File: src/rtl/sipo_deserializer_if.sv
// Parallel-side bundle of the SIPO deserializer: serial input strobes in,
// assembled word plus status out. The master drives the serial stream and
// pout_ready. The slave is the deserializer itself.
interface sipo_deserializer_if #(
    parameter int unsigned WIDTH = 4
);
    logic             sin;
    logic             sin_valid;
    logic             frame_start;
    logic             pout_ready;
    logic [WIDTH-1:0] pout;
    logic             pout_valid;
    logic             busy;
    logic             frame_err;
    logic             overrun;

    modport master (
        output sin, sin_valid, frame_start, pout_ready,
        input  pout, pout_valid, busy, frame_err, overrun
    );

    modport slave (
        input  sin, sin_valid, frame_start, pout_ready,
        output pout, pout_valid, busy, frame_err, overrun
    );
endinterface

File: src/rtl/sipo_deserializer.sv
// Serial-in parallel-out deserializer. It collects framed serial bits into
// WIDTH-bit words and offers each completed word on a single-entry
// valid/ready holding register. A word that completes while the holding
// register is full and not being drained is dropped and flagged as overrun.
module sipo_deserializer #(
    parameter int unsigned WIDTH     = 4,
    parameter int unsigned MSB_FIRST = 1
) (
    input logic                clk,
    input logic                rst,
    sipo_deserializer_if.slave bus
);
    localparam int unsigned    CW   = (WIDTH > 2) ? $clog2(WIDTH) : 1;
    localparam logic [CW-1:0]  LAST = CW'(WIDTH - 1);

    typedef enum logic {
        IDLE,
        SHIFT
    } state_t;

    state_t           r_state;
    logic [CW-1:0]    r_cnt;
    logic [WIDTH-1:0] r_shift;
    logic [WIDTH-1:0] r_pout;
    logic             r_pout_valid;
    logic             r_frame_err;
    logic             r_overrun;

    logic [WIDTH-1:0] w_first;
    logic [WIDTH-1:0] w_shifted;
    logic             w_take;

    // Build the first-bit word and the next shift value for the configured bit order.
    always_comb begin
        w_first   = '0;
        w_shifted = '0;
        if (MSB_FIRST != 0) begin
            w_first[0] = bus.sin;
            w_shifted  = {r_shift[WIDTH-2:0], bus.sin};
        end else begin
            w_first[WIDTH-1] = bus.sin;
            w_shifted        = {bus.sin, r_shift[WIDTH-1:1]};
        end
    end

    // The holding register can accept a new word when it is empty or being drained this cycle.
    assign w_take = !r_pout_valid || bus.pout_ready;

    // Assembly FSM, holding register and one-cycle status pulses.
    always_ff @(posedge clk) begin
        if (rst) begin
            r_state      <= IDLE;
            r_cnt        <= '0;
            r_shift      <= '0;
            r_pout       <= '0;
            r_pout_valid <= 1'b0;
            r_frame_err  <= 1'b0;
            r_overrun    <= 1'b0;
        end else begin
            r_frame_err <= 1'b0;
            r_overrun   <= 1'b0;
            if (r_pout_valid && bus.pout_ready) begin
                r_pout_valid <= 1'b0;
            end
            if (bus.sin_valid) begin
                case (r_state)
                    IDLE: begin
                        if (bus.frame_start) begin
                            r_shift <= w_first;
                            r_cnt   <= CW'(1);
                            r_state <= SHIFT;
                        end
                    end
                    SHIFT: begin
                        if (bus.frame_start) begin
                            // Restart wins over completion, even on the last bit.
                            r_shift     <= w_first;
                            r_cnt       <= CW'(1);
                            r_frame_err <= 1'b1;
                        end else if (r_cnt == LAST) begin
                            r_shift <= w_shifted;
                            r_cnt   <= '0;
                            r_state <= IDLE;
                            if (w_take) begin
                                r_pout       <= w_shifted;
                                r_pout_valid <= 1'b1;
                            end else begin
                                r_overrun <= 1'b1;
                            end
                        end else begin
                            r_shift <= w_shifted;
                            r_cnt   <= r_cnt + CW'(1);
                        end
                    end
                    default: r_state <= IDLE;
                endcase
            end
        end
    end

    assign bus.pout       = r_pout;
    assign bus.pout_valid = r_pout_valid;
    assign bus.busy       = (r_state == SHIFT);
    assign bus.frame_err  = r_frame_err;
    assign bus.overrun    = r_overrun;
endmodule

File: src/flat_wrapper.sv
// flat-port wrapper written by rule: the top's interface ports become plain ports
module sipo_deserializer_flat 
#(
    parameter int unsigned WIDTH     = 4,
    parameter int unsigned MSB_FIRST = 1
)
  (clk, rst, bus_sin, bus_sin_valid, bus_frame_start, bus_pout_ready, bus_pout, bus_pout_valid, bus_busy, bus_frame_err, bus_overrun);
  sipo_deserializer_if #(.WIDTH(WIDTH)) bus_i ();
  input logic clk;
  input logic rst;
  input wire logic [$bits(bus_i.sin)-1:0] bus_sin;
  input wire logic [$bits(bus_i.sin_valid)-1:0] bus_sin_valid;
  input wire logic [$bits(bus_i.frame_start)-1:0] bus_frame_start;
  input wire logic [$bits(bus_i.pout_ready)-1:0] bus_pout_ready;
  output wire logic [$bits(bus_i.pout)-1:0] bus_pout;
  output wire logic [$bits(bus_i.pout_valid)-1:0] bus_pout_valid;
  output wire logic [$bits(bus_i.busy)-1:0] bus_busy;
  output wire logic [$bits(bus_i.frame_err)-1:0] bus_frame_err;
  output wire logic [$bits(bus_i.overrun)-1:0] bus_overrun;
  assign bus_i.sin = bus_sin;
  assign bus_i.sin_valid = bus_sin_valid;
  assign bus_i.frame_start = bus_frame_start;
  assign bus_i.pout_ready = bus_pout_ready;
  assign bus_pout = bus_i.pout;
  assign bus_pout_valid = bus_i.pout_valid;
  assign bus_busy = bus_i.busy;
  assign bus_frame_err = bus_i.frame_err;
  assign bus_overrun = bus_i.overrun;
  sipo_deserializer #(.WIDTH(WIDTH), .MSB_FIRST(MSB_FIRST)) u_core (.clk(clk), .rst(rst), .bus(bus_i));
endmodule
File: config.mk
export PLATFORM = sky130hd
export DESIGN_NAME = sipo_deserializer_flat
export DESIGN_NICKNAME = d
export VERILOG_FILES = /design/src/rtl/sipo_deserializer_if.sv /design/src/rtl/sipo_deserializer.sv /design/src/flat_wrapper.sv
export SDC_FILE = /design/constraint.sdc
export NUM_CORES = 1
export LEC_CHECK = 0
export CORE_AREA = 2 2 39 41
export CTS_CLUSTER_DIAMETER = 80
export DETAILED_ROUTE_END_ITERATION = 6
export DIE_AREA = 0 0 41 43
export MAX_ROUTING_LAYER = met4
export PLACE_DENSITY = 0.79
export SETUP_SLACK_MARGIN = 0.4
export SYNTH_ARGS = -nofsm -noshare
export SYNTH_HDL_FRONTEND = slang
export SYNTH_SLANG_ARGS = --single-unit
File: constraint.sdc
create_clock -name clk -period 3.3 [get_ports clk]
set_input_delay 0.66 -clock clk [delete_from_list [all_inputs] [get_ports clk]]
set_output_delay 0.66 -clock clk [all_outputs]
set_load 0.1 [all_outputs]
==> impl_metrics.xml, run 1 <==
<?xml version="1.0" encoding="UTF-8"?>
<metrics>
  <group name="clocking">
    <metric name="postCtsResizedCells" unit="">0</metric>
    <metric name="clock-root-buffer" unit="">clkbuf_4</metric>
    <metric name="max-clock-path-buffers" unit="">2</metric>
    <metric name="cts_setup_buffers" unit="">0</metric>
    <metric name="cts-buffers-inserted" unit="">3</metric>
    <metric name="h_tree_lvls" unit="">1</metric>
    <metric name="cts_tree" unit="">built</metric>
    <metric name="cts.reportedPaths.clkPinSlew" unit="ns">0.08</metric>
    <metric name="cts_sinks" unit="">13</metric>
    <metric name="cts.hold.buffers_added" unit="">0</metric>
    <metric name="clk_latency" unit="ns">0.27</metric>
  </group>
  <group name="worst_setup_path">
    <metric name="worst-r2r-setup-slack" unit="ns">2.00</metric>
    <metric name="timing.critical_path.from_type" unit="">register</metric>
    <metric name="critical_path.endpoint_type" unit="">output port</metric>
    <metric name="cp-startpoint" unit="">u_core.bus.overrun</metric>
    <metric name="slowest_cell_on_the_critical_path" unit="">clkdlybuf4s50_1</metric>
    <metric name="critical_path_cell_count" unit="">1</metric>
    <metric name="worst_path_dominant_cell_family" unit="">buffers and inverters</metric>
    <metric name="cp_slowest_stage_delay" unit="ns">1.12</metric>
    <metric name="arrival" unit="ns">1.71</metric>
    <metric name="worst_setup_path_end" unit="">bus_overrun</metric>
    <metric name="timing_worst_setup_path_type" unit="">register to output port</metric>
    <metric name="critPathBufInv" unit="">1</metric>
    <metric name="r2r_cells" unit="">4</metric>
    <metric name="critical_path.cell_chain" unit="">clkdlybuf4s50_1</metric>
    <metric name="critical_path_required" unit="ns">2.64</metric>
    <metric name="timing.critical_path.fanout_max" unit="">1</metric>
    <metric name="timing.rr.end" unit="">u_core.bus.pout[1]</metric>
    <metric name="worst_r2r_startpoint" unit="">u_core.r_cnt[0]</metric>
  </group>
  <group name="power">
    <metric name="leakagePower" unit="nW">0.267</metric>
    <metric name="vdd_drop_max" unit="uV">179</metric>
    <metric name="power-per-cell-area" unit="nW/um2">428</metric>
  </group>
  <group name="timing">
    <metric name="hold_viol" unit="">0</metric>
    <metric name="min_period" unit="ns">2.37</metric>
    <metric name="timing.clock.skew" unit="ns">0.00245</metric>
    <metric name="unrepaired_setup_endpoints_after_global_routing" unit="">no</metric>
    <metric name="worst_slew_pin_slew" unit="ns">0.958</metric>
    <metric name="final.period_utilization" unit="%">71.7</metric>
    <metric name="maxSlewViolCount" unit="">0</metric>
    <metric name="max-slew-margin-rel" unit="%">36.0</metric>
    <metric name="setup_violations" unit="">0</metric>
    <metric name="totalNegativeSetupSlack" unit="ns">0</metric>
    <metric name="clock.fmax" unit="GHz">0.423</metric>
  </group>
  <group name="status">
    <metric name="run_status" unit="">finished clean</metric>
  </group>
  <group name="die">
    <metric name="core_area" unit="um2">1380</metric>
    <metric name="dieHeight" unit="um">43</metric>
    <metric name="dieArea" unit="um2">1760</metric>
    <metric name="initial_util" unit="%">38.4</metric>
    <metric name="die_width" unit="um">41</metric>
    <metric name="fp-row-count" unit="">14</metric>
    <metric name="number_of_ports_placed_on_the_die_boundary" unit="">14</metric>
  </group>
  <group name="grt">
    <metric name="grt_antenna_before_repair" unit="">0</metric>
    <metric name="grt_remaining_overflow" unit="">0</metric>
    <metric name="grt_start_max_net_pins" unit="">18</metric>
    <metric name="grt_pass1_wl" unit="um">1370</metric>
    <metric name="first_global_vias" unit="">343</metric>
    <metric name="grt.total_usage" unit="%">12.0</metric>
  </group>
  <group name="cells_and_area">
    <metric name="fin_nets" unit="">75</metric>
    <metric name="area_delta_synth_final" unit="%">27.1</metric>
    <metric name="layout-drive-gt1-share" unit="%">20.9</metric>
    <metric name="layout.cells.most_common_list" unit="">13 x dfxtp_1, 9 x nand2b_1, 7 x buf_4, 6 x clkdlybuf4s50_1</metric>
    <metric name="most_common_cell_after_layout_fill_and_taps_aside" unit="">dfxtp_1</metric>
    <metric name="final_design_area_no_fill" unit="um2">676</metric>
    <metric name="diodes" unit="">0</metric>
    <metric name="finish.utilization" unit="%">48.8</metric>
  </group>
  <group name="synth">
    <metric name="synthesis.yosys.warnings" unit="">0</metric>
    <metric name="yosysUniqueCellTypes" unit="">17</metric>
    <metric name="synthTopCellsByArea" unit="">dfxtp_1 49%, nand2b_1 11%, mux2i_1 9.4%</metric>
    <metric name="synthesis.instances" unit="">52</metric>
    <metric name="ys_ff_latch" unit="">13</metric>
    <metric name="synth_sequential_area_ratio" unit="%">48.9</metric>
    <metric name="yosys.area.top_type" unit="">dfxtp_1</metric>
    <metric name="synth.cell_area" unit="um2">532</metric>
    <metric name="syn-num-nets" unit="">59</metric>
    <metric name="synth_top_area_share" unit="%">48.9</metric>
    <metric name="synthesis.area_per_instance" unit="um2">10.2</metric>
  </group>
  <group name="routing">
    <metric name="drt.antenna.violating_nets" unit="">0</metric>
    <metric name="wirelength" unit="um">911</metric>
    <metric name="number_of_optimization_iterations_in_the_first_detailed_route_pass" unit="">4</metric>
    <metric name="avgRoutedWirePerCell" unit="um">11.0</metric>
    <metric name="detailedRoute.firstIterationViolations" unit="">3</metric>
    <metric name="remaining_drc_errors" unit="">0</metric>
    <metric name="avgViaCountPerCell" unit="">4.95</metric>
    <metric name="vias" unit="">411</metric>
  </group>
  <group name="worst_hold_path">
    <metric name="hold_path_depth" unit="">2</metric>
    <metric name="timing.hold.worst.class" unit="">register to register</metric>
  </group>
  <group name="placed_design">
    <metric name="port-buffer-count" unit="">13</metric>
    <metric name="placedInstanceArea" unit="um2">649</metric>
    <metric name="gp_congestion" unit="">0.663</metric>
    <metric name="place_hpwl" unit="um">646</metric>
  </group>
  <group name="job">
    <metric name="maxCapViolCount" unit="">0</metric>
  </group>
</metrics>
-- registers in the layout (all words and copies together) (netlist names) --
| signal | cells |
|---|---|
| u_core.bus.busy | 1 |
| u_core.bus.frame_err | 1 |
| u_core.bus.overrun | 1 |
| u_core.bus.pout | 4 |
| u_core.bus.pout_valid | 1 |
| u_core.r_cnt | 2 |
| u_core.r_shift | 3 |
-- kinds of logic (layout without fill, tap and decap cells) --
logic type | after synthesis | count (layout) | share of synthesized area [%]
adder cells (fa/ha/maj) | 1 | 1 | 2.35
AND/OR/NAND/NOR | 23 | 23 | 26.4
buffers and inverters | 2 | 17 | 2.82
AO/OA/AOI/OAI | 8 | 8 | 10.1
multiplexers | 5 | 5 | 9.41
flip-flops | 13 | 13 | 48.9
-- metrics by stage --
stage	total power [mW]	worst slack (ns)	cells	hold WS, ns
finish	0.289	0.934	83	0.476
floorplan	0.184	1.56	52	0.452
global route	0.303	0.868	83	0.497
detailed placement	0.196	1.23	79	0.467
CTS	0.293	0.921	83	0.482
global placement	0.195	1.24	79	0.458
-- worst min path at each step --
stage | startpoint | to | slack, ns
3_5_place_dp | u_core.bus.pout[1] | u_core.bus.pout[1] | 0.47
3_3_place_gp | u_core.bus.pout[3] | u_core.bus.pout[3] | 0.46
4_1_cts | u_core.bus.pout[1] | u_core.bus.pout[1] | 0.48
2_1_floorplan | u_core.r_shift[2] | u_core.bus.pout[3] | 0.45
6_report | u_core.bus.pout[1] | u_core.bus.pout[1] | 0.48
5_1_grt | u_core.bus.pout[3] | u_core.bus.pout[3] | 0.50
-- layer usage --
metal	wire length (um)	part of all wire, %	vias up	track usage (%)
met2	426	47	11	16.3
met1	423	46	189	14.1
met4	14	1.5	0	10.0
met5	0	0	-	-
li1	-	-	209	-
met3	45	4.9	2	3.14
-- where the power goes --
part | internal (mW) | leakage [nW] | total, mW | switching (mW)
Sequential | 0.160 | 0.105 | 0.163 | 0.00320
Clock | 0.0468 | 0.0150 | 0.0973 | 0.0505
Combinational | 0.0127 | 0.146 | 0.0293 | 0.0167
-- Yosys cell counts --
master	number
nor3_1	1
a22oi_1	4
and3b_2	1
buf_6	1
nand4b_2	1
nor2b_2	1
nand2_1	3
nor2_1	5
nor3b_1	2
dfxtp_1	13
mux2i_1	5
o21ai_0	1
clkbuf_1	1
a21oi_1	2
o21ai_2	1
nand2b_1	9
ha_1	1
-- final cells by class --
type | instances | area, um2
clock buffers | 4 | 26.3
fillers | 133 | 708
well taps | 16 | 20.0
multi-input cells | 37 | 256
flip-flops and latches | 13 | 260
repair buffers | 13 | 113
No activity file was read; power rests on OpenSTA's default activity.
==> inputs of run 2 (changes only) <==
==> constraint.sdc (replaced) <==
create_clock -name clk -period 2.4 [get_ports clk]
set_input_delay 0.48 -clock clk [delete_from_list [all_inputs] [get_ports clk]]
set_output_delay 0.48 -clock clk [all_outputs]
set_load 0.1 [all_outputs]
==> run 2 against run 1 <==
Effect of this change:
- power rose by 38%
- core utilization shrank 0.18 points
- global-route usage up 0.92 points
- sequential power increased by 37%
- clock skew is 0.00074 ns lower
- register-to-register slack got worse by 0.88 ns
==> impl_metrics.xml, run 2 (synthesis results as in run 1) <==
<?xml version="1.0" encoding="UTF-8"?>
<metrics>
  <group name="placed_design">
    <metric name="place_hpwl" unit="um">652</metric>
    <metric name="gp_congestion" unit="">0.688</metric>
    <metric name="port-buffer-count" unit="">13</metric>
    <metric name="placedInstanceArea" unit="um2">647</metric>
    <metric name="dpl_worst_slack" unit="ns">0.564</metric>
    <metric name="dpl.cell_count" unit="">79</metric>
  </group>
  <group name="timing">
    <metric name="setup_ws" unit="ns">0.835</metric>
    <metric name="hold_viol" unit="">0</metric>
    <metric name="final.period_utilization" unit="%">65.2</metric>
    <metric name="unrepaired_setup_endpoints_after_global_routing" unit="">no</metric>
    <metric name="maxSlewViolCount" unit="">0</metric>
    <metric name="totalNegativeSetupSlack" unit="ns">0</metric>
    <metric name="clock.fmax" unit="GHz">0.639</metric>
    <metric name="worst_slew_pin_slew" unit="ns">0.472</metric>
    <metric name="whs" unit="ns">0.479</metric>
    <metric name="max-slew-margin-rel" unit="%">68.5</metric>
    <metric name="setup_violations" unit="">0</metric>
    <metric name="min_period" unit="ns">1.57</metric>
    <metric name="timing.clock.skew" unit="ns">0.00171</metric>
  </group>
  <group name="worst_setup_path">
    <metric name="worst_r2r_startpoint" unit="">u_core.r_cnt[0]</metric>
    <metric name="timing_worst_setup_path_type" unit="">register to output port</metric>
    <metric name="arrival" unit="ns">1.09</metric>
    <metric name="timing.critical_path.fanout_max" unit="">7</metric>
    <metric name="slowest_cell_on_the_critical_path" unit="">dfxtp_1</metric>
    <metric name="cp-startpoint" unit="">u_core.bus.busy</metric>
    <metric name="critical_path.endpoint_type" unit="">output port</metric>
    <metric name="worst_path_dominant_cell_family" unit="">flip-flops</metric>
    <metric name="worst-r2r-setup-slack" unit="ns">1.12</metric>
    <metric name="critical_path.cell_chain" unit="">buf_4</metric>
    <metric name="timing.critical_path.from_type" unit="">register</metric>
    <metric name="critPathBufInv" unit="">1</metric>
    <metric name="critical_path_required" unit="ns">1.92</metric>
    <metric name="cp_slowest_stage_delay" unit="ns">0.47</metric>
  </group>
  <group name="power">
    <metric name="power-per-cell-area" unit="nW/um2">593</metric>
    <metric name="power.share.combinational" unit="%">10.1</metric>
    <metric name="swShare" unit="%">24.6</metric>
    <metric name="clock_power_share" unit="%">33.9</metric>
    <metric name="intPower" unit="uW">301</metric>
    <metric name="sequentialPowerShare" unit="%">56.0</metric>
    <metric name="leakagePower" unit="nW">0.269</metric>
    <metric name="p_switching" unit="uW">98.1</metric>
    <metric name="vdd_drop_max" unit="uV">291</metric>
    <metric name="post-layout-total-power" unit="uW">399</metric>
  </group>
  <group name="routing">
    <metric name="maxUsedRoutingLayer" unit="">met4</metric>
    <metric name="met2_wirelength" unit="um">442</metric>
    <metric name="wirelength" unit="um">890</metric>
    <metric name="met3_wirelength" unit="um">33</metric>
    <metric name="number_of_optimization_iterations_in_the_first_detailed_route_pass" unit="">4</metric>
    <metric name="vias" unit="">401</metric>
    <metric name="detailedRoute.firstIterationViolations" unit="">8</metric>
    <metric name="routedLengthMet1" unit="um">399</metric>
    <metric name="drt.antenna.violating_nets" unit="">0</metric>
    <metric name="avgRoutedWirePerCell" unit="um">10.7</metric>
    <metric name="avgViaCountPerCell" unit="">4.83</metric>
    <metric name="remaining_drc_errors" unit="">0</metric>
  </group>
  <group name="clocking">
    <metric name="postCtsResizedCells" unit="">0</metric>
    <metric name="cts.reportedPaths.clkPinSlew" unit="ns">0.08</metric>
    <metric name="cts_sinks" unit="">13</metric>
    <metric name="cts.hold.buffers_added" unit="">0</metric>
    <metric name="clock-root-buffer" unit="">clkbuf_4</metric>
    <metric name="cts_setup_buffers" unit="">0</metric>
    <metric name="clk_latency" unit="ns">0.27</metric>
    <metric name="cts-buffers-inserted" unit="">3</metric>
    <metric name="max-clock-path-buffers" unit="">2</metric>
    <metric name="h_tree_lvls" unit="">1</metric>
    <metric name="cts_tree" unit="">built</metric>
  </group>
  <group name="cells_and_area">
    <metric name="instances_no_fill" unit="">83</metric>
    <metric name="fin_nets" unit="">75</metric>
    <metric name="layout.cells.most_common_list" unit="">13 x dfxtp_1, 9 x nand2b_1, 8 x buf_4</metric>
    <metric name="final_design_area_no_fill" unit="um2">673</metric>
    <metric name="area_delta_synth_final" unit="%">26.6</metric>
    <metric name="diodes" unit="">0</metric>
    <metric name="most_common_cell_after_layout_fill_and_taps_aside" unit="">dfxtp_1</metric>
    <metric name="layout-drive-gt1-share" unit="%">22.4</metric>
    <metric name="largest_reg_flops" unit="">4</metric>
    <metric name="num-fill-cells" unit="">137</metric>
    <metric name="finish.utilization" unit="%">48.6</metric>
  </group>
  <group name="grt">
    <metric name="grt_remaining_overflow" unit="">0</metric>
    <metric name="grt_pass1_wl" unit="um">1460</metric>
    <metric name="grt.total_usage" unit="%">12.9</metric>
    <metric name="grt_start_max_net_pins" unit="">18</metric>
    <metric name="grt_antenna_before_repair" unit="">0</metric>
    <metric name="first_global_vias" unit="">347</metric>
  </group>
  <group name="die">
    <metric name="initial_util" unit="%">38.4</metric>
    <metric name="core_area" unit="um2">1380</metric>
    <metric name="dieHeight" unit="um">43</metric>
    <metric name="die_width" unit="um">41</metric>
    <metric name="number_of_ports_placed_on_the_die_boundary" unit="">14</metric>
    <metric name="dieArea" unit="um2">1760</metric>
    <metric name="fp-row-count" unit="">14</metric>
  </group>
  <group name="worst_hold_path">
    <metric name="hold_path_startpoint" unit="">u_core.r_shift[2]</metric>
    <metric name="timing.hold.worst.class" unit="">register to register</metric>
  </group>
  <group name="status">
    <metric name="run_status" unit="">finished clean</metric>
  </group>
  <group name="job">
    <metric name="maxCapViolCount" unit="">0</metric>
  </group>
</metrics>
==> run 2: cell count changes in the layout (fill, tap and decap cells not counted), sizes merged <==
cell           before  now
clkdlybuf4s50       6    5
buf                 7    8
==> run 2: cell type report <==
class | count | area [um2] | share of cell area (%)
clock buffers | 4 | 26.3 | 3.90
multi-input cells | 37 | 256 | 38.1
flip-flops and latches | 13 | 260 | 38.7
well taps | 16 | 20.0 | 2.97
repair buffers | 13 | 110 | 16.4
==> run 2: power by group through the flow <==
| stage | registers (mW) | clock network, mW | logic (mW) |
|---|---|---|---|
| 2_1_floorplan | 0.238 | 0 | 0.0148 |
| 3_3_place_gp | 0.229 | 0 | 0.0401 |
| 3_5_place_dp | 0.229 | 0 | 0.0406 |
| 4_1_cts | 0.224 | 0.138 | 0.0408 |
| 5_1_grt | 0.224 | 0.150 | 0.0437 |
| 6_report | 0.224 | 0.135 | 0.0404 |
==> run 2: routing by layer <==
| metal | global-route usage [%] | vias to the layer above |
|---|---|---|
| met5 | - | - |
| met4 | 8.00 | 0 |
| met2 | 17.5 | 9 |
| li1 | - | 212 |
| met1 | 14.7 | 178 |
| met3 | 6.28 | 2 |
==> run 2: final timing paths <==
| kind | end | cells past startpoint |
|---|---|---|
| max | bus_busy | 1 |
| min reg2reg | u_core.bus.pout[3] | 2 |
| max reg2reg | u_core.bus.pout[0] | 4 |
| min | u_core.bus.pout[3] | 2 |
==> inputs of run 3 (changes only) <==
--- a/config.mk
+++ b/config.mk
@@ -5,12 +5,12 @@
 export SDC_FILE = /design/constraint.sdc
 export NUM_CORES = 1
 export LEC_CHECK = 0
-export CORE_AREA = 2 2 39 41
+export CORE_MARGIN = 2
+export CORE_UTILIZATION = 40
 export CTS_CLUSTER_DIAMETER = 80
 export DETAILED_ROUTE_END_ITERATION = 6
-export DIE_AREA = 0 0 41 43
 export MAX_ROUTING_LAYER = met4
-export PLACE_DENSITY = 0.79
+export PLACE_DENSITY = 0.81
 export SETUP_SLACK_MARGIN = 0.4
 export SYNTH_ARGS = -nofsm -noshare
 export SYNTH_HDL_FRONTEND = slang
==> constraint.sdc (replaced) <==
create_clock -name clk -period 1.4 [get_ports clk]
set_input_delay 0.28 -clock clk [delete_from_list [all_inputs] [get_ports clk]]
set_output_delay 0.28 -clock clk [all_outputs]
set_load 0.1 [all_outputs]
==> run 3 against run 2 <==
Effect of this change:
- worst hold slack improved by 0.023 ns
- global-route usage rose by 7.4 points
- via count up 29%
- largest power group unchanged
- highest routed layer unchanged
==> impl_metrics.xml, run 3 (synthesis results as in run 1) <==
<?xml version="1.0" encoding="UTF-8"?>
<metrics>
  <group name="die">
    <metric name="dieArea" unit="um2">1640</metric>
    <metric name="core_area" unit="um2">1270</metric>
    <metric name="dieHeight" unit="um">40.5</metric>
    <metric name="die_width" unit="um">40.5</metric>
    <metric name="fp-row-count" unit="">13</metric>
    <metric name="number_of_ports_placed_on_the_die_boundary" unit="">14</metric>
    <metric name="initial_util" unit="%">41.9</metric>
  </group>
  <group name="timing">
    <metric name="worst_slew_pin_slew" unit="ns">0.345</metric>
    <metric name="timing.clock.skew" unit="ns">0.00905</metric>
    <metric name="unrepaired_setup_endpoints_after_global_routing" unit="">yes</metric>
    <metric name="hold_viol" unit="">0</metric>
    <metric name="setup_violations" unit="">0</metric>
    <metric name="clock.fmax" unit="GHz">0.868</metric>
    <metric name="setup_ws" unit="ns">0.248</metric>
    <metric name="maxSlewViolCount" unit="">0</metric>
    <metric name="totalNegativeSetupSlack" unit="ns">0</metric>
    <metric name="min_period" unit="ns">1.15</metric>
    <metric name="final.period_utilization" unit="%">82.3</metric>
    <metric name="max-slew-margin-rel" unit="%">77.0</metric>
  </group>
  <group name="routing">
    <metric name="number_of_optimization_iterations_in_the_first_detailed_route_pass" unit="">4</metric>
    <metric name="detailedRoute.firstIterationViolations" unit="">6</metric>
    <metric name="drt.antenna.violating_nets" unit="">0</metric>
    <metric name="remaining_drc_errors" unit="">0</metric>
    <metric name="wirelength" unit="um">1480</metric>
    <metric name="vias" unit="">519</metric>
    <metric name="avgViaCountPerCell" unit="">5.14</metric>
    <metric name="avgRoutedWirePerCell" unit="um">14.7</metric>
  </group>
  <group name="clocking">
    <metric name="cts_sinks" unit="">13</metric>
    <metric name="h_tree_lvls" unit="">1</metric>
    <metric name="cts-buffers-inserted" unit="">3</metric>
    <metric name="max-clock-path-buffers" unit="">2</metric>
    <metric name="cts.reportedPaths.clkPinSlew" unit="ns">0.09</metric>
    <metric name="cts_tree" unit="">built</metric>
    <metric name="clock-root-buffer" unit="">clkbuf_4</metric>
    <metric name="clk_latency" unit="ns">0.28</metric>
  </group>
  <group name="placed_design">
    <metric name="gp_congestion" unit="">0.806</metric>
    <metric name="place_hpwl" unit="um">899</metric>
    <metric name="dpl_worst_slack" unit="ns">-0.166</metric>
    <metric name="port-buffer-count" unit="">13</metric>
    <metric name="dpl.cell_count" unit="">85</metric>
  </group>
  <group name="cells_and_area">
    <metric name="most_common_cell_after_layout_fill_and_taps_aside" unit="">buf_4</metric>
    <metric name="largest_reg_flops" unit="">4</metric>
    <metric name="instances_no_fill" unit="">101</metric>
    <metric name="layout-drive-gt1-share" unit="%">60.5</metric>
    <metric name="fin_nets" unit="">94</metric>
    <metric name="layout.cells.most_common_list" unit="">15 x buf_4, 8 x nand2b_1, 8 x buf_12, 7 x dfxtp_2</metric>
    <metric name="diodes" unit="">0</metric>
    <metric name="finish.utilization" unit="%">80.1</metric>
    <metric name="area_delta_synth_final" unit="%">91.1</metric>
  </group>
  <group name="job">
    <metric name="maxCapViolCount" unit="">0</metric>
  </group>
  <group name="worst_setup_path">
    <metric name="timing.critical_path.fanout_max" unit="">5</metric>
    <metric name="slowest_cell_on_the_critical_path" unit="">dfxtp_4</metric>
    <metric name="timing.critical_path.from_type" unit="">register</metric>
    <metric name="critical_path.endpoint_type" unit="">output port</metric>
    <metric name="worst_r2r_startpoint" unit="">u_core.bus.busy</metric>
    <metric name="critPathBufInv" unit="">1</metric>
    <metric name="critical_path.cell_chain" unit="">buf_12</metric>
    <metric name="cp-startpoint" unit="">u_core.bus.busy</metric>
    <metric name="cp_slowest_stage_delay" unit="ns">0.41</metric>
    <metric name="critical_path_required" unit="ns">1.12</metric>
    <metric name="timing_worst_setup_path_type" unit="">register to output port</metric>
    <metric name="worst_path_dominant_cell_family" unit="">flip-flops</metric>
    <metric name="arrival" unit="ns">0.87</metric>
  </group>
  <group name="power">
    <metric name="vdd_drop_max" unit="uV">370</metric>
    <metric name="leakagePower" unit="nW">0.422</metric>
    <metric name="post-layout-total-power" unit="uW">745</metric>
    <metric name="power-per-cell-area" unit="nW/um2">733</metric>
  </group>
  <group name="grt">
    <metric name="grt_pass1_wl" unit="um">2080</metric>
    <metric name="grt_antenna_before_repair" unit="">0</metric>
    <metric name="grt.total_usage" unit="%">20.3</metric>
    <metric name="first_global_vias" unit="">499</metric>
    <metric name="grt_remaining_overflow" unit="">0</metric>
    <metric name="grt_start_max_net_pins" unit="">13</metric>
  </group>
  <group name="worst_hold_path">
    <metric name="timing.hold.worst.class" unit="">input port to register</metric>
    <metric name="hold_path_startpoint" unit="">bus_frame_start</metric>
  </group>
  <group name="status">
    <metric name="run_status" unit="">finished clean</metric>
  </group>
</metrics>
## run 3: cell types whose count changed in the layout (fill, tap and decap cells not counted), moves of 4 or more
cell,before,now
dfxtp_1,13,3
buf_12,0,8
buf_6,0,4
buf_4,8,15
dfxtp_2,0,7
## run 3: what timing repair did
item | in CTS | in global routing
setup endpoints to repair | 21 | 20
cloned | 0 | 0
buffers inserted | 7 | 5
resized for setup | 13 | 6
pin swaps | 1 | 3
hold buffers | 0 | 0
endpoints found under the hold margin | 0 | 0
## run 3: through the flow
stage	hold slack, ns	instance area (um2)
4_1_cts	0.474	955
3_3_place_gp	0.453	835
3_5_place_dp	0.467	835
5_1_grt	0.525	1020
6_report	0.502	1020
2_1_floorplan	0.424	568
## run 3: final cells by class
class | count | area [um2]
clock buffers | 4 | 26.3
fillers | 67 | 253
multi-input cells | 37 | 327
flip-flops and latches | 13 | 280
well taps | 15 | 18.8
repair buffers | 32 | 364
## run 3: per-layer routing
metal	routed length (um)	up-vias	GRT usage (%)
met3	55	6	6.11
met4	42	0	10.8
li1	-	248	-
met1	598	246	20.7
met2	784	19	34.5
met5	0	-	-
## run 3: where the power goes
part	total [mW]	internal [mW]	switching (mW)
registers	0.383	0.374	0.00957
clock network	0.244	0.110	0.133
logic	0.118	0.0620	0.0559
## run 3: path summary, 6_finish.rpt
path | endpoint | slack, ns | depth (start not counted)
max | bus_busy | 0.25 | 1
min | u_core.r_cnt[0] | 0.50 | 3
max reg2reg | u_core.r_shift[0] | 0.27 | 4
min reg2reg | u_core.bus.pout[1] | 0.51 | 2
## run 3: tightest hold or removal path, delay by kind of cell
family	cells	cell delay [ns]
buffers and inverters	1	0.26
AO/OA/AOI/OAI	2	0.20
